**config.mk**
```make
export PLATFORM = sky130hd
export DESIGN_NAME = scan_decoder
export DESIGN_NICKNAME = d
export VERILOG_FILES = /design/src/rtl/scan_decoder_pkg.sv /design/src/rtl/scan_decoder_onehot_dec.sv /design/src/rtl/scan_decoder.sv
export SDC_FILE = /design/constraint.sdc
export NUM_CORES = 1
export LEC_CHECK = 0
export ABC_AREA = 1
export CAP_MARGIN = 5
export CORE_UTILIZATION = 38
export DETAILED_ROUTE_END_ITERATION = 8
export DONT_BUFFER_PORTS = 1
export GPL_TIMING_DRIVEN = 1
export PLACE_DENSITY = 0.51
export SETUP_SLACK_MARGIN = 0.15
export SLEW_MARGIN = 20
export SYNTH_ARGS = -nofsm -noshare
export SYNTH_HDL_FRONTEND = slang
export SYNTH_HIERARCHICAL = 1
export SYNTH_SLANG_ARGS = --single-unit
```
**constraint.sdc**
```tcl
create_clock -name clk -period 3 [get_ports clk]
set_input_delay 0.45 -clock clk [delete_from_list [all_inputs] [get_ports clk]]
set_output_delay 0.45 -clock clk [all_outputs]
set_load 0.03 [all_outputs]
```
**src/rtl/scan_decoder_pkg.sv**
```systemverilog
`default_nettype none
// ============================================================================
// Module      : scan_decoder_pkg
// Description : Shared definitions for the scan decoder family: FSM state
//               encodings, dwell-counter width function and output polarity
//               helper.
// Revision    : 1.0 - initial release
// ============================================================================
package scan_decoder_pkg;

    // FSM state encodings (kept as plain constants for legacy compatibility)
    localparam logic [1:0] ST_IDLE   = 2'd0;
    localparam logic [1:0] ST_DIRECT = 2'd1;
    localparam logic [1:0] ST_SCAN   = 2'd2;

    // Width of a counter that must hold values 0..dwell-1 (at least 1 bit).
    function automatic int dwell_cnt_width(input int dwell);
        return (dwell <= 2) ? 1 : $clog2(dwell);
    endfunction

    // Map a logical "active" bit onto the physical output level.
    function automatic logic apply_polarity(input logic active, input logic active_low);
        return active ^ active_low;
    endfunction

endpackage
`default_nettype wire

```
**src/rtl/scan_decoder_onehot_dec.sv**
```systemverilog
`default_nettype none
// ============================================================================
// Module      : onehot_dec
// Description : Combinational SEL_W -> 2**SEL_W one-hot (or one-cold)
//               decoder. Shared by the registered scan decoder and the legacy
//               3-to-8 decoder.
// Ports       : sel  - select index
//               dout - decoded vector, bit sel active, others inactive
// Revision    : 1.0 - initial release
// ============================================================================
module onehot_dec
    import scan_decoder_pkg::*;
#(
    parameter int SEL_W      = 3,
    parameter bit ACTIVE_LOW = 1'b0
) (
    input  logic [SEL_W-1:0]      sel,
    output logic [(1<<SEL_W)-1:0] dout
);

    localparam int OUT_W = 1 << SEL_W;

    for (genvar i = 0; i < OUT_W; i++) begin : g_bit
        assign dout[i] = apply_polarity(sel == SEL_W'(i), ACTIVE_LOW);
    end

endmodule
`default_nettype wire

```
**src/rtl/scan_decoder.sv**
```systemverilog
`default_nettype none
// ============================================================================
// Module      : scan_decoder
// Description : Registered SEL_W-to-2**SEL_W one-hot decoder with a direct
//               mode (decode a loaded select) and a scan mode (step through
//               every output, holding each for DWELL enabled cycles).
// Ports       : clk, rst   - clock, asynchronous active-high reset
//               en         - global enable (also drives in_ready)
//               mode       - 0 = direct, 1 = scan
//               load       - capture sel_in when in_ready
//               sel_in     - select value / scan start index
//               in_ready   - load acceptance qualifier
//               dout       - registered decoded output
//               out_valid  - dout holds a decoded value
//               cur_sel    - index currently driven on dout
//               wrap       - one-cycle pulse on scan wrap to index 0
// Revision    : 1.0 - initial release
// ============================================================================
module scan_decoder
    import scan_decoder_pkg::*;
#(
    parameter int SEL_W      = 3,
    parameter int DWELL      = 4,
    parameter int ACTIVE_LOW = 0
) (
    input  logic                  clk,
    input  logic                  rst,
    input  logic                  en,
    input  logic                  mode,
    input  logic                  load,
    input  logic [SEL_W-1:0]      sel_in,
    output logic                  in_ready,
    output logic [(1<<SEL_W)-1:0] dout,
    output logic                  out_valid,
    output logic [SEL_W-1:0]      cur_sel,
    output logic                  wrap
);

    localparam int              OUT_W      = 1 << SEL_W;
    localparam int              CNT_W      = dwell_cnt_width(DWELL);
    localparam logic [CNT_W-1:0] CNT_LAST  = CNT_W'(DWELL - 1);
    localparam logic [SEL_W-1:0] SEL_LAST  = {SEL_W{1'b1}};
    localparam logic            POL        = (ACTIVE_LOW != 0);

    logic [1:0]       state_q,     state_d;
    logic [SEL_W-1:0] cur_sel_q,   cur_sel_d;
    logic [CNT_W-1:0] cnt_q,       cnt_d;
    logic [OUT_W-1:0] dout_q,      dout_d;
    logic             out_valid_q, out_valid_d;
    logic             wrap_q,      wrap_d;
    logic [OUT_W-1:0] dec_out;

    assign in_ready = en;

    // Decode the next-cycle index so the registered output lines up with cur_sel.
    onehot_dec #(
        .SEL_W      (SEL_W),
        .ACTIVE_LOW (POL)
    ) u_dec (
        .sel  (cur_sel_d),
        .dout (dec_out)
    );

    always_comb begin
        state_d     = state_q;
        cur_sel_d   = cur_sel_q;
        cnt_d       = cnt_q;
        wrap_d      = 1'b0;
        out_valid_d = 1'b0;

        // With en low everything but the visible outputs is frozen.
        if (en) begin
            case (state_q)
                ST_IDLE: begin
                    if (mode) begin
                        state_d = ST_SCAN;
                        cnt_d   = '0;
                        if (load) begin
                            cur_sel_d = sel_in;
                        end
                    end else if (load) begin
                        state_d   = ST_DIRECT;
                        cur_sel_d = sel_in;
                    end
                end
                ST_DIRECT: begin
                    if (load) begin
                        cur_sel_d = sel_in;
                    end
                    // Scan resumes from the frozen index with a fresh dwell.
                    if (mode) begin
                        state_d = ST_SCAN;
                        cnt_d   = '0;
                    end
                end
                ST_SCAN: begin
                    if (!mode) begin
                        state_d = ST_DIRECT;
                        if (load) begin
                            cur_sel_d = sel_in;
                        end
                    end else if (load) begin
                        // Load takes priority over dwell expiry and never pulses wrap.
                        cur_sel_d = sel_in;
                        cnt_d     = '0;
                    end else if (cnt_q == CNT_LAST) begin
                        cnt_d     = '0;
                        cur_sel_d = cur_sel_q + 1'b1;
                        wrap_d    = (cur_sel_q == SEL_LAST);
                    end else begin
                        cnt_d = cnt_q + 1'b1;
                    end
                end
                default: begin
                    state_d = ST_IDLE;
                end
            endcase
            out_valid_d = (state_d != ST_IDLE);
        end

        dout_d = out_valid_d ? dec_out : {OUT_W{POL}};
    end

    always_ff @(posedge clk or posedge rst) begin
        if (rst) begin
            state_q     <= ST_IDLE;
            cur_sel_q   <= '0;
            cnt_q       <= '0;
            dout_q      <= {OUT_W{POL}};
            out_valid_q <= 1'b0;
            wrap_q      <= 1'b0;
        end else begin
            state_q     <= state_d;
            cur_sel_q   <= cur_sel_d;
            cnt_q       <= cnt_d;
            dout_q      <= dout_d;
            out_valid_q <= out_valid_d;
            wrap_q      <= wrap_d;
        end
    end

    assign dout      = dout_q;
    assign out_valid = out_valid_q;
    assign cur_sel   = cur_sel_q;
    assign wrap      = wrap_q;

endmodule
`default_nettype wire
```
==> out/metrics.cfg <==
[power_and_ir_drop]
power.total_mw = 0.530
leakagePower_nw = 0.510
ir_drop_v = 0.000264
clkPwrFrac = 0.238
seqPwrFrac = 0.577
p_switching_mw = 0.198
power_density_mw_per_mm2 = 569
p_comb_frac = 0.185
intPower_mw = 0.332
netSwitchingFraction = 0.373

[worst_setup_path]
critPathRequiredTime_ns = 3.23
crit_fanout = 6
cp-end-kind = flop
cp_num_buf_inv = 3
critPathLaunch = cur_sel[0]
path_class = flop to flop
worstPathCellList = ha_1, ha_1, inv_1, o21ai_0, nand2_1, nand2_1, inv_2, nor2_1, inv_1, nor2_1
critPathMaxStageDelay_ns = 0.54
critical_path.top_delay_family = adder cells
start_kind = flop
arrival_ns = 2.12
r2r_start = cur_sel[0]
slowest_stage = dfrtp_1

[place]
io_buffers = 0
dpl_worst_slack_ns = 1.14
dp_hpwl_mm = 1.19
post_dp_cell_area_um2 = 903
routabilityCongestion = 0.787

[synth]
async_reset_ff_frac = 1.00
synth_nets = 127
ys_ff_latch = 17
synthTopCellsByArea = dfrtp_1 49%, inv_1 11%, nor2_1 11%, nand2_1 11%, ha_1 4.3%
syn_area_um2 = 876
ys_types = 17
avgSynthCellArea_um2 = 7.55
synth_edf_count = 0
yosys_warnings = 6
yosys.area.top_type_share = 0.486
syn_inst = 116
synthTopCellsByCount = 26 x inv_1, 26 x nor2_1, 25 x nand2_1, 17 x dfrtp_1, 5 x o21ai_0
yosysSeqAreaShare = 0.486
yosysTopAreaCell = dfrtp_1
synth_top_flop_cell = dfrtp_1

[layout]
stdcell_area_um2 = 931
syn_to_final_growth_pct = 6.29
fillers = 234
regArea_um2 = 425
multi_input_area_um2 = 342
n_antenna_cell = 0
final_nets = 131
final_layout_size_suffix_gt1_frac = 0.0840
finish.utilization = 0.425

[route]
firstDrtPassIters = 2
viasPerCell = 4.58
drc = 0
ant_nets = 0
drt_iter0_drc = 8
drt-total-wl_mm = 1.59
num_vias = 673
wl_per_cell_um = 10.8

[clock_network]
cts_resized = 0
clock_path_buffers = 2
clock_sinks = 17
cts_tree = built
clk_latency_ns = 0.30
cts_setup_buffers = 0
clk_pin_slew_ns = 0.11
postCtsHoldBufs = 0
cts_buffers = 3
cts_max_level = 1
cts_root_buf = clkbuf_4

[sta]
setup_viol = 0
final_hold_viol_count = 0
finalCritPeriodShare = 0.628
setup_tns_ns = 0
fin_ws_ns = 1.12
slew_headroom = 0.572
worst_slew_pin_slew_ns = 0.641
post-route-min-period_ns = 1.88
skew_ns = 0.00887
drv_slew = 0
rsz0062_at_grt = no
timing.fmax_ghz = 0.531

[die]
die_w_um = 50.0
pin_count = 22
row_count = 17
core-area_mm2 = 0.00219
initial_core_util = 0.400
die_h_um = 50.0
die-area_mm2 = 0.00250

[global_routing]
met1_usage = 0.189
met2_usage = 0.264
grt_max_degree = 18
grtUsageTotal = 0.161
grt_pass1_vias = 720
met3_usage = 0.0309
grt_first_pass_wirelength_mm = 2.99
busiest_layer = met2
grt-ovfl-total = 0
antenna_found_initial = 0

[flow_run]
drv_cap = 0

[status]
status = completed

[min_path]
hold_class = input pin to asynchronous set/reset pin

-- cell type report --
| cell class | instances | area share |
|---|---|---|
| Sequential cell | 17 | 0.457 |
| Multi-Input combinational cell | 71 | 0.367 |
| Inverter | 27 | 0.109 |
| Tap cell | 28 | 0.0376 |
| Clock buffer | 3 | 0.0242 |
| Clock inverter | 1 | 0.00538 |
-- worst reg2reg max path: stages, from the launching register on --
cell and delay, ns:
dfrtp_1 0.54, ha_1 0.28, ha_1 0.27, inv_1 0.05
o21ai_0 0.15, nand2_1 0.07, nand2_1 0.16, inv_2 0.08
nor2_1 0.10, inv_1 0.04, nor2_1 0.09
-- logic make-up (layout without fill, tap and decap cells) --
family | Yosys count | count (layout) | share of synthesized area
fa+ha+maj | 3 | 3 | 0.0429
flops | 17 | 17 | 0.486
buf+inv | 28 | 31 | 0.124
compound gates | 7 | 7 | 0.0443
simple gates | 61 | 61 | 0.303
-- through the flow --
step                      instances  hold WS (ns)
after floorplan                 116         0.376
after global routing            147         0.170
after CTS                       147         0.133
final                           147         0.109
after detailed placement        143         0.475
after global placement          143         0.466
-- sequential cells by signal (all words and copies together), names as in the netlist --
name and count:
cnt_q 2, wrap 1, cur_sel 3, dout 8, out_valid 1, state_q 2
-- final timing paths --
| path | endpoint | slack [ns] | cells after the start |
|---|---|---|---|
| max | dout[4] | 1.12 | 10 |
| min | state_q[1] | 0.11 | 1 |
| max reg2reg | dout[4] | 1.12 | 10 |
| min reg2reg | cnt_q[1] | 0.53 | 2 |
| max in group asynchronous | cnt_q[1] | 2.48 | 1 |
| min in group clk | state_q[1] | 0.23 | 1 |
-- layout by cell type, fill, tap and decap left out, types with 2 or more instances in the layout --
| cell | synthesis | routed |
|---|---|---|
| clkbuf_4 | 0 | 3 |
| nor2_4 | 2 | 2 |
| dfrtp_1 | 17 | 17 |
| nand3_1 | 3 | 3 |
| o21ai_0 | 5 | 5 |
| ha_1 | 3 | 3 |
| nand2_1 | 25 | 25 |
| inv_1 | 26 | 26 |
| nor2_1 | 26 | 26 |
-- per-layer routing --
metal / share of wire / routed length [um]
met3: 0.030 / 48
met2: 0.48 / 760
met5: 0 / 0
met1: 0.46 / 731
met4: 0.030 / 48
-- power by group through the flow --
stage,combinational [mW],clock [mW],sequential (mW)
6_report,0.0981,0.126,0.306
4_1_cts,0.100,0.133,0.307
2_1_floorplan,0.0841,0,0.306
3_3_place_gp,0.0973,0,0.311
3_5_place_dp,0.0991,0,0.311
5_1_grt,0.119,0.139,0.309
Power figures use the tool's default switching activity.
